### src/rtl/mem_access_pkg.sv
// Shared constants, state encodings and index/slice helpers for the burst memory access unit.
// MEM_STATS_EN adds the default width of the per-channel burst counters.
package mem_access_pkg;

  localparam int unsigned DEF_NUM_CH = 2;
  localparam int unsigned DEF_DATA_W = 16;
  localparam int unsigned DEF_ADDR_W = 32;
  localparam int unsigned DEF_BURST  = 3;
`ifdef MEM_STATS_EN
  localparam int unsigned DEF_CNT_W  = 16;
`endif

  localparam logic [0:0] ST_IDLE  = 1'b0;
  localparam logic [0:0] ST_FETCH = 1'b1;

  // Bits needed to index n items, never less than one.
  function automatic int unsigned idx_w(input int unsigned n);
    return (n <= 1) ? 1 : 32'($clog2(n));
  endfunction

  // Low bit of item i in a vector packed from w-bit items.
  function automatic int unsigned slice_lo(input int unsigned i, input int unsigned w);
    return i * w;
  endfunction

endpackage

### src/rtl/mem_burst_arbiter_rr_arbiter.sv
// Combinational round-robin select: first requester after ptr, cyclically.
// The pointer register lives in the parent.
module rr_arbiter
  import mem_access_pkg::*;
#(
  parameter  int unsigned NUM_CH = DEF_NUM_CH,
  localparam int unsigned PW     = idx_w(NUM_CH)
) (
  input  logic [NUM_CH-1:0] req,
  input  logic [PW-1:0]     ptr,
  input  logic              en,
  output logic [NUM_CH-1:0] grant_c,
  output logic [PW-1:0]     idx_c,
  output logic              valid_c
);

  int unsigned cand;

  always_comb begin
    grant_c = '0;
    idx_c   = '0;
    valid_c = 1'b0;
    cand    = 0;
    for (int unsigned i = 1; i <= NUM_CH; i++) begin
      cand = (32'(ptr) + i) % NUM_CH;
      if (en && !valid_c && req[PW'(cand)]) begin
        valid_c             = 1'b1;
        grant_c[PW'(cand)]  = 1'b1;
        idx_c               = PW'(cand);
      end
    end
  end

endmodule

### src/rtl/mem_burst_arbiter.sv
// Round-robin multi-channel burst reader on one word-addressed memory port, paced by CLK_MEM.
// Define MEM_STATS_EN to add saturating per-channel completed-burst counters (BURST_COUNT).
module mem_burst_arbiter
  import mem_access_pkg::*;
#(
  parameter int unsigned NUM_CH = DEF_NUM_CH,
  parameter int unsigned DATA_W = DEF_DATA_W,
  parameter int unsigned ADDR_W = DEF_ADDR_W,
  parameter int unsigned BURST  = DEF_BURST
`ifdef MEM_STATS_EN
  ,
  parameter int unsigned CNT_W  = DEF_CNT_W
`endif
) (
  input  logic                       CLK,
  input  logic                       RESET,
  input  logic                       CLK_MEM,
  input  logic [NUM_CH-1:0]          REQ,
  input  logic [NUM_CH*ADDR_W-1:0]   ADDRESS,
  output logic [NUM_CH-1:0]          GRANT,
  output logic                       BUSY,
  output logic [NUM_CH-1:0]          DONE,
  output logic [BURST*DATA_W-1:0]    READ,
  output logic [ADDR_W-1:0]          MEM_ADDRESS,
  input  logic [DATA_W-1:0]          MEM_READ
`ifdef MEM_STATS_EN
  ,
  output logic [NUM_CH*CNT_W-1:0]    BURST_COUNT
`endif
);

  localparam int unsigned PW = idx_w(NUM_CH);
  localparam int unsigned IW = idx_w(BURST);
  localparam int unsigned RW = BURST * DATA_W;

  logic [0:0]        state_q, state_d;
  logic [NUM_CH-1:0] grant_q, grant_d;
  logic              busy_q, busy_d;
  logic [NUM_CH-1:0] done_q, done_d;
  logic [RW-1:0]     read_q, read_d;
  logic [ADDR_W-1:0] mem_addr_q, mem_addr_d;
  logic [IW-1:0]     idx_q, idx_d;
  logic [PW-1:0]     gidx_q, gidx_d;
  logic [PW-1:0]     ptr_q, ptr_d;

  logic [NUM_CH-1:0] arb_grant_c;
  logic [PW-1:0]     arb_idx_c;
  logic              arb_valid_c;

  rr_arbiter #(
    .NUM_CH (NUM_CH)
  ) u_rr_arbiter (
    .req     (REQ),
    .ptr     (ptr_q),
    .en      (CLK_MEM && (state_q == ST_IDLE)),
    .grant_c (arb_grant_c),
    .idx_c   (arb_idx_c),
    .valid_c (arb_valid_c)
  );

  // Next-state: everything holds off-tick except DONE, which is a single CLK-cycle pulse.
  always_comb begin
    state_d    = state_q;
    grant_d    = grant_q;
    busy_d     = busy_q;
    done_d     = '0;
    read_d     = read_q;
    mem_addr_d = mem_addr_q;
    idx_d      = idx_q;
    gidx_d     = gidx_q;
    ptr_d      = ptr_q;
    if (CLK_MEM) begin
      case (state_q)
        ST_IDLE: begin
          if (arb_valid_c) begin
            grant_d = arb_grant_c;
            gidx_d  = arb_idx_c;
            busy_d  = 1'b1;
            idx_d   = '0;
            state_d = ST_FETCH;
            for (int unsigned c = 0; c < NUM_CH; c++) begin
              if (arb_grant_c[c]) mem_addr_d = ADDRESS[slice_lo(c, ADDR_W) +: ADDR_W];
            end
          end
        end
        ST_FETCH: begin
          // MEM_READ holds the word addressed at the previous tick.
          for (int unsigned i = 0; i < BURST; i++) begin
            if (32'(idx_q) == i) read_d[slice_lo(i, DATA_W) +: DATA_W] = MEM_READ;
          end
          mem_addr_d = mem_addr_q + ADDR_W'(1);
          if (32'(idx_q) == BURST - 1) begin
            done_d  = grant_q;
            grant_d = '0;
            busy_d  = 1'b0;
            ptr_d   = gidx_q;
            state_d = ST_IDLE;
          end else begin
            idx_d = idx_q + IW'(1);
          end
        end
        default: state_d = ST_IDLE;
      endcase
    end
  end

  always_ff @(posedge CLK) begin
    if (RESET) begin
      state_q    <= ST_IDLE;
      grant_q    <= '0;
      busy_q     <= 1'b0;
      done_q     <= '0;
      read_q     <= '0;
      mem_addr_q <= '0;
      idx_q      <= '0;
      gidx_q     <= '0;
      ptr_q      <= PW'(NUM_CH - 1);
    end else begin
      state_q    <= state_d;
      grant_q    <= grant_d;
      busy_q     <= busy_d;
      done_q     <= done_d;
      read_q     <= read_d;
      mem_addr_q <= mem_addr_d;
      idx_q      <= idx_d;
      gidx_q     <= gidx_d;
      ptr_q      <= ptr_d;
    end
  end

  assign GRANT       = grant_q;
  assign BUSY        = busy_q;
  assign DONE        = done_q;
  assign READ        = read_q;
  assign MEM_ADDRESS = mem_addr_q;

`ifdef MEM_STATS_EN
  logic [NUM_CH*CNT_W-1:0] cnt_q, cnt_d;

  // Saturating count of completed bursts, bumped on the edge that raises DONE.
  always_comb begin
    cnt_d = cnt_q;
    for (int unsigned c = 0; c < NUM_CH; c++) begin
      if (done_d[c] && (cnt_q[slice_lo(c, CNT_W) +: CNT_W] != '1))
        cnt_d[slice_lo(c, CNT_W) +: CNT_W] = cnt_q[slice_lo(c, CNT_W) +: CNT_W] + CNT_W'(1);
    end
  end

  always_ff @(posedge CLK) begin
    if (RESET) cnt_q <= '0;
    else       cnt_q <= cnt_d;
  end

  assign BURST_COUNT = cnt_q;
`endif

endmodule
### config.mk
export PLATFORM = sky130hd
export DESIGN_NAME = mem_burst_arbiter
export DESIGN_NICKNAME = d
export VERILOG_FILES = /design/src/rtl/mem_access_pkg.sv /design/src/rtl/mem_burst_arbiter_rr_arbiter.sv /design/src/rtl/mem_burst_arbiter.sv
export SDC_FILE = /design/constraint.sdc
export NUM_CORES = 1
export LEC_CHECK = 0
export CORE_MARGIN = 1
export CORE_UTILIZATION = 48
export DETAILED_ROUTE_END_ITERATION = 8
export MAX_ROUTING_LAYER = met4
export PLACE_DENSITY = 0.92
export RECOVER_POWER = 25
export SLEW_MARGIN = 20
export SYNTH_ARGS = -nofsm -noshare
export SYNTH_HDL_FRONTEND = slang
export SYNTH_SLANG_ARGS = --single-unit
### constraint.sdc
create_clock -name CLK -period 2.98 [get_ports CLK]
set_input_delay 0.596 -clock CLK [delete_from_list [all_inputs] [get_ports CLK]]
set_output_delay 0.596 -clock CLK [all_outputs]
set_load 0.02 [all_outputs]
; After elaboration in Yosys (flattened, before gate mapping)
; Index checks and enable logic that the tools add are counted.
[word_totals]
regBits = 90
latchBits = 0
ram_bits = 0
romBits = 0
inputBits = 85
out_inout_bits = 85
n_memories = 0
[op_classes]
addsub = 4
mul = 0
div = 0
n_lt_le_gt_ge = 4
eq_ne = 6
shift = 0
n_mux = 30
bitwise = 4
n_reduce_logical = 16
[op_table]
columns = cell, n
row1 = two-way mux 32 bit, 3
row2 = one-hot mux 32 bit (2 select lines), 1
row3 = adder 32 x 1 -> 32 bit (second input constant), 1
row4 = AND reduction 3 bit, 7
row5 = two-way mux 1 bit, 14
row6 = two-way mux 2 bit, 6
row7 = one-hot mux 2 bit (2 select lines), 2
row8 = logical AND 1 bit, 6
row9 = < comparator 1 x 2 -> 1 bit (second input constant), 2
row10 = inequality test 2 bit (second input constant), 2
row11 = one-hot mux 1 bit (2 select lines), 2
row12 = OR reduction 4 bit, 1
row13 = inequality test 3 bit (second input constant), 1
row14 = inverter 1 bit, 3
row15 = adder 1 bit (second input constant), 2
row16 = adder 2 x 1 -> 2 bit (second input constant), 1
row17 = demux 1 bit (select 1 bit), 2
row18 = == test 2 x 1 -> 1 bit (second input constant), 1
row19 = == test 2 bit (second input constant), 1
row20 = >= comparator 1 bit (second input constant), 2
row21 = logical NOT 2 bit, 1
row22 = inequality test 2 x 1 -> 1 bit (second input constant), 1
row23 = bitwise OR 2 bit, 1
row24 = logical NOT 1 bit, 1

; Logic depth before layout (Yosys ltp)
[depth]
word_depth = 13
depth_mapped = 7
depth_no_buf = 6

; By module
; Synthesis repeated with hierarchy kept, for this count alone.
[hier_totals]
hier_cells = 569
area_unflattened_um2 = 4548.1
[by_module_without_submodules]
columns = mod, instances, cells_per_inst, area_each_um2
row1 = mem_burst_arbiter, 1, 562, 4514.3
row2 = rr_arbiter, 1, 7, 33.8

; Least setup slack after synthesis
; Ideal clock, no wire load.
[synth_timing]
path_kind = reg-to-reg
from = register mem_addr_q[0], in the netlist MEM_ADDRESS[0]
to = register mem_addr_q[24], in the netlist MEM_ADDRESS[24]
setup_ps = 120
arrival_time_ps = 1970
path_slack_ps = 890
path_stages_with_launch = 8
path_buffers = 1
period_less_slack_ps = 2090
path_cell_list = dfxtp_1 > ha_1 > nand3_1 > or4_1 > clkbuf_1 > nor3_2 > a21oi_1 > a211o_1
[synth_between]
elab_chain_len = 2
[synth_lines]
columns = element, line_no
row1 = "start, declared", mem_burst_arbiter.sv:41  ; logic [ADDR_W-1:0] mem_addr_q, mem_addr_d;
row2 = "start signal, assigned", mem_burst_arbiter.sv:124  ; mem_addr_q <= mem_addr_d;
row3 = adder 32 x 1 -> 32 bit, mem_burst_arbiter.sv:91  ; mem_addr_d = mem_addr_q + ADDR_W'(1);
row4 = one-hot mux 32 bit (2 select lines), mem_burst_arbiter.sv:73  ; case (state_q)
; No other way between the ends.
; A chain may end at the register's enable or synchronous reset.

; Worst setup path in the final report
[layout_timing]
from = input port REQ[0]
to = register mem_addr_q[16], in the netlist MEM_ADDRESS[16]
[layout_between]
elab_chain_len = 11
word_cells_on_any_way = 19
cone_classes = eq/ne (2) / mux (11) / bitwise (1) / reduce/logical (5)
[layout_lines]
columns = element, line_no
row1 = "start, declared", mem_burst_arbiter.sv:18  ; input logic [NUM_CH-1:0] REQ,
row2 = two-way mux 1 bit (implied by the code) (2 in a row), mem_burst_arbiter_rr_arbiter.sv:26  ; if (en && !valid_c && req[PW'(cand)]) begin
row3 = logical AND 1 bit, mem_burst_arbiter_rr_arbiter.sv:26
row4 = two-way mux 1 bit, mem_burst_arbiter_rr_arbiter.sv:26
row5 = logical NOT 1 bit, mem_burst_arbiter_rr_arbiter.sv:26
row6 = logical AND 1 bit (2 in a row), mem_burst_arbiter_rr_arbiter.sv:26
row7 = two-way mux 2 bit, mem_burst_arbiter_rr_arbiter.sv:26
row8 = two-way mux 32 bit, mem_burst_arbiter.sv:82  ; if (arb_grant_c[c]) mem_addr_d = ADDRESS[slice_lo(c, ADDR_W) +: ADDR_W];
row9 = two-way mux 32 bit, mem_burst_arbiter.sv:75  ; if (arb_valid_c) begin
row10 = one-hot mux 32 bit (2 select lines), mem_burst_arbiter.sv:73
; Parallel ways exist; a longest one is shown, timed or not. The select of a mux whose other input is x is not followed.

==> results.txt <==
* Slew headroom: 25.4%
* Setup slack of the worst register-to-register path: 0.64 ns
- Share of cells above drive strength 1: 8.13%
- Net switching is ~31% of the power.
* Number of nets still failing antenna checks after routing: 0
- Final hold vios: 0
- Setup violations remaining at the end of the flow were counted as 0.
- Residual overflow from global routing: 0
- The internal power of the cells totals 1.87 mW.
* Critical Path Source: REQ[0]
- Once the clock tree was built, the resizer swapped 0 gates to a different size.
- Clock-pin slew was measured on the worst setup and hold paths at 0.11 ns.
* Signal arrival time at the worst endpoint: 2.93 ns
- Final core utilization: 73.2%
- The min-delay analysis places its worst path in the category reg2reg.
* I/O Pins: 170
* Number of clock sinks: 90
* Post-CTS Setup Repair Bufs: 0
* Status: completed
- The number of antenna violations at the first check in global routing came to 0.
* Ys Warns: 0
* Count of pins over their slew limit: 0
* Actual transition at the worst max-transition pin: 1.12 ns
- Leakage dissipation: 2.37 nW
- Global-route usage over all layers: 31.6%
- Final Critical Period: 2.64 ns
- Combinational logic burns 20.7% of the power.
* Post-synthesis cell count: 565
- Drt drc: 0
* Cell row count: 34
- Total of max-cap violations: 0
* Core outline area: 8890 um^2
* Total CTS buffers: 9
- Post-Synthesis Mean Instance Area: 7.98 um^2
- At the end of the flow, the number of nets in the layout was 810.
- Synth area leaders: sky130_fd_sc_hd__dfxtp_1 40%, sky130_fd_sc_hd__nand2_1 10%, sky130_fd_sc_hd__a21oi_1 7.1%, sky130_fd_sc_hd__mux2i_1 4.0%, sky130_fd_sc_hd__a222oi_1 3.3%
* Total negative slack for setup checks: 0 ns
* Non-filler cells, final: 834
- Kind of start point of the critical path: input pin
- Summed over all instances, the cell type with the most area after synthesis is sky130_fd_sc_hd__dfxtp_1.
* Via-per-instance ratio: 6.04
- Synth Flop Type: sky130_fd_sc_hd__dfxtp_1
- When the netlist entered floorplanning its net count stood at 654.
* Synth async-reset ratio: 0%
* Fill cell count: 641
- Setup repair after global routing left no endpoint under its margin.
* Largest clock skew in the final design: about 0.018 ns
- Pin count of the biggest net entering global routing: 44
* Last weighted congestion value of the routability-driven placer: 0.932
- From synthesis to final layout, the design area changed by 44.3%.
* Iteration-0 DRC count of the detailed router: 529
* Synthesis-stage register bit count: 90
* ANT cells: 0
- Hold repair after CTS inserted 0 buffers.
- The worst register-to-register path ends at MEM_ADDRESS[8].
- Sequential cells account for just under 50% of the total power.
- After synthesis, the netlist uses 57 different library cells.
- Worst skew pair latency: 0.37 ns
- For this run, the top clock speed supported by timing is 379 MHz.
* Endpoint required time on the critical path: about 3.3 ns
* Avg WL per Cell: 18.3 um
- IR analysis of the VDD net gives a maximum drop of 0.321 mV.
* Top library cells by usage in the layout, fill and taps aside: 127 x sky130_fd_sc_hd__clkdlybuf4s50_1, 124 x sky130_fd_sc_hd__nand2_1, 90 x sky130_fd_sc_hd__dfxtp_1, 64 x sky130_fd_sc_hd__a21oi_1, 41 x sky130_fd_sc_hd__dlygate4sd3_1
- No sink is reached through more buffers than the 2 on the longest clock path.
- Of the post-synthesis cell area, the dominant cell type holds 40.0%.
- Wires add up to 15200 um.
- Crit path kind: in2reg
- The floorplan step set the die height to around 100 um.
- Cell Pwr Density: between 400 and 500 nW/um^2
- Switching power summed over all nets: 0.846 mW
- Width of the die: 98.9 um
- Number of synthesized flops with an enable pin: 0
- The first global-routing pass estimated between 20000 and 25000 um of wire.
- Via count of the first global-routing pass: 4939
- After detailed placement, the design holds a cell count of 818.
- STA classifies the critical path endpoint as a flop.
* Worst reg2reg startpoint: state_q
- TritonCTS built the clock tree.
- The worst register-to-register path has a depth of 5.
* Most frequent standard cell in the layout excluding fill and tap cells: sky130_fd_sc_hd__clkdlybuf4s50_1
- The tree is rooted in a sky130_fd_sc_hd__clkbuf_8.
* Deepest level of the CTS H-tree: 3
- Registers take 1800 um^2.
- CP Capture Point: MEM_ADDRESS[16]
- The first TritonRoute pass finished after 6 iterations.
* Fraction of power consumed by the clock network: 30.3%
- The worst path uses 88.6% of the clock period.
* Netlist area before placement: 4510 um^2
* Half-perimeter wire length after detailed placement: about 11000 um
- In the final layout, the multi-input gates occupy 2520 um^2.
- Total Die Area: 9780 um^2
- Along the worst path, the maximum fanout reaches 14.
- Sequential cells were found to cover between 30 and 40% of the synthesized design area.
- During placement, the flow inserted port buffers numbering 169.
- The initial utilization of the core area, before any placement, comes to 50.7%.
* Number of vias in the routed layout: 5039
- Hold is met by 0.460 ns.
[power groups by stage]
stage / clock network [mW] / registers (mW) / logic, mW
floorplan: 0 / 1.39 / 0.218
global placement: 0 / 1.35 / 0.544
detailed placement: 0 / 1.35 / 0.556
CTS: 0.829 / 1.33 / 0.560
global route: 0.871 / 1.34 / 0.593
finish: 0.823 / 1.33 / 0.562
[per-stage QoR]
step / setup WS, ns / cell area (um^2) / power (mW)
floorplan: 0.890 / 4510 / 1.61
global placement: 0.219 / 6310 / 1.89
detailed placement: 0.112 / 6310 / 1.91
CTS: 0.466 / 6500 / 2.71
global route: 0.281 / 6500 / 2.80
finish: 0.340 / 6500 / 2.71
[worst max-delay path, stage by stage]
cell and delay, ns:
sky130_fd_sc_hd__dlygate4sd3_1 0.66, sky130_fd_sc_hd__a21bo_2 0.34, sky130_fd_sc_hd__nor2_1 0.86, sky130_fd_sc_hd__a222oi_1 0.23, sky130_fd_sc_hd__o211ai_1 0.24
[kinds of logic (layout without fill, tap and decap cells)]
logic type | Yosys count | count (layout) | share of synthesized area (%)
buffers and inverters | 49 | 210 | 4.30
adders and majority gates | 4 | 4 | 1.11
DFF | 90 | 90 | 40.0
and+or+nand+nor | 246 | 246 | 26.7
muxes | 26 | 26 | 6.00
AOI/OAI and AO/OA | 150 | 150 | 21.9
[synthesized netlist by cell type, drive strengths merged, types with 6 or more instances]
| master | n |
|---|---|
| nor4 | 15 |
| mux2i | 18 |
| dfxtp | 90 |
| nand4 | 7 |
| a31oi | 6 |
| mux2 | 8 |
| clkbuf | 36 |
| nand3 | 15 |
| a222oi | 15 |
| o21ai | 19 |
| a2bb2oi | 7 |
| nor3b | 6 |
| a21oi | 64 |
| nor2b | 6 |
| nor3 | 9 |
| nor2 | 33 |
| o22ai | 9 |
| nand2 | 125 |
| inv | 9 |
[final cells by class]
| class | count | area share [%] |
|---|---|---|
| Clock buffer | 9 | 1.90 |
| Clock inverter | 7 | 1.02 |
| Multi-Input combinational cell | 426 | 38.8 |
| Sequential cell | 90 | 27.7 |
| Inverter | 9 | 0.519 |
| Tap cell | 108 | 2.08 |
| Timing Repair Buffer | 185 | 28.0 |
[worst min path at each step]
stage	start	endpoint	slack, ns	cells past startpoint
final	READ[26]	READ[26]	0.46	2
after global routing	READ[26]	READ[26]	0.48	2
after CTS	READ[6]	READ[6]	0.46	2
after detailed placement	READ[6]	READ[6]	0.45	2
after global placement	READ[7]	READ[7]	0.44	2
after floorplan	gidx_q	ptr_q	0.44	2
[layer usage]
layer	track usage [%]	wire length (um)
met5	-	0
met4	14.0	551
met3	4.82	1210
met2	52.1	7400
met1	38.3	6080
[sequential cells by signal, indices dropped and copies added, names as in the netlist]
register	cells
BUSY	1
DONE	2
GRANT	2
MEM_ADDRESS	32
READ	48
gidx_q	1
idx_q	2
ptr_q	1
state_q	1
No activity file was read; power rests on OpenSTA's default activity.
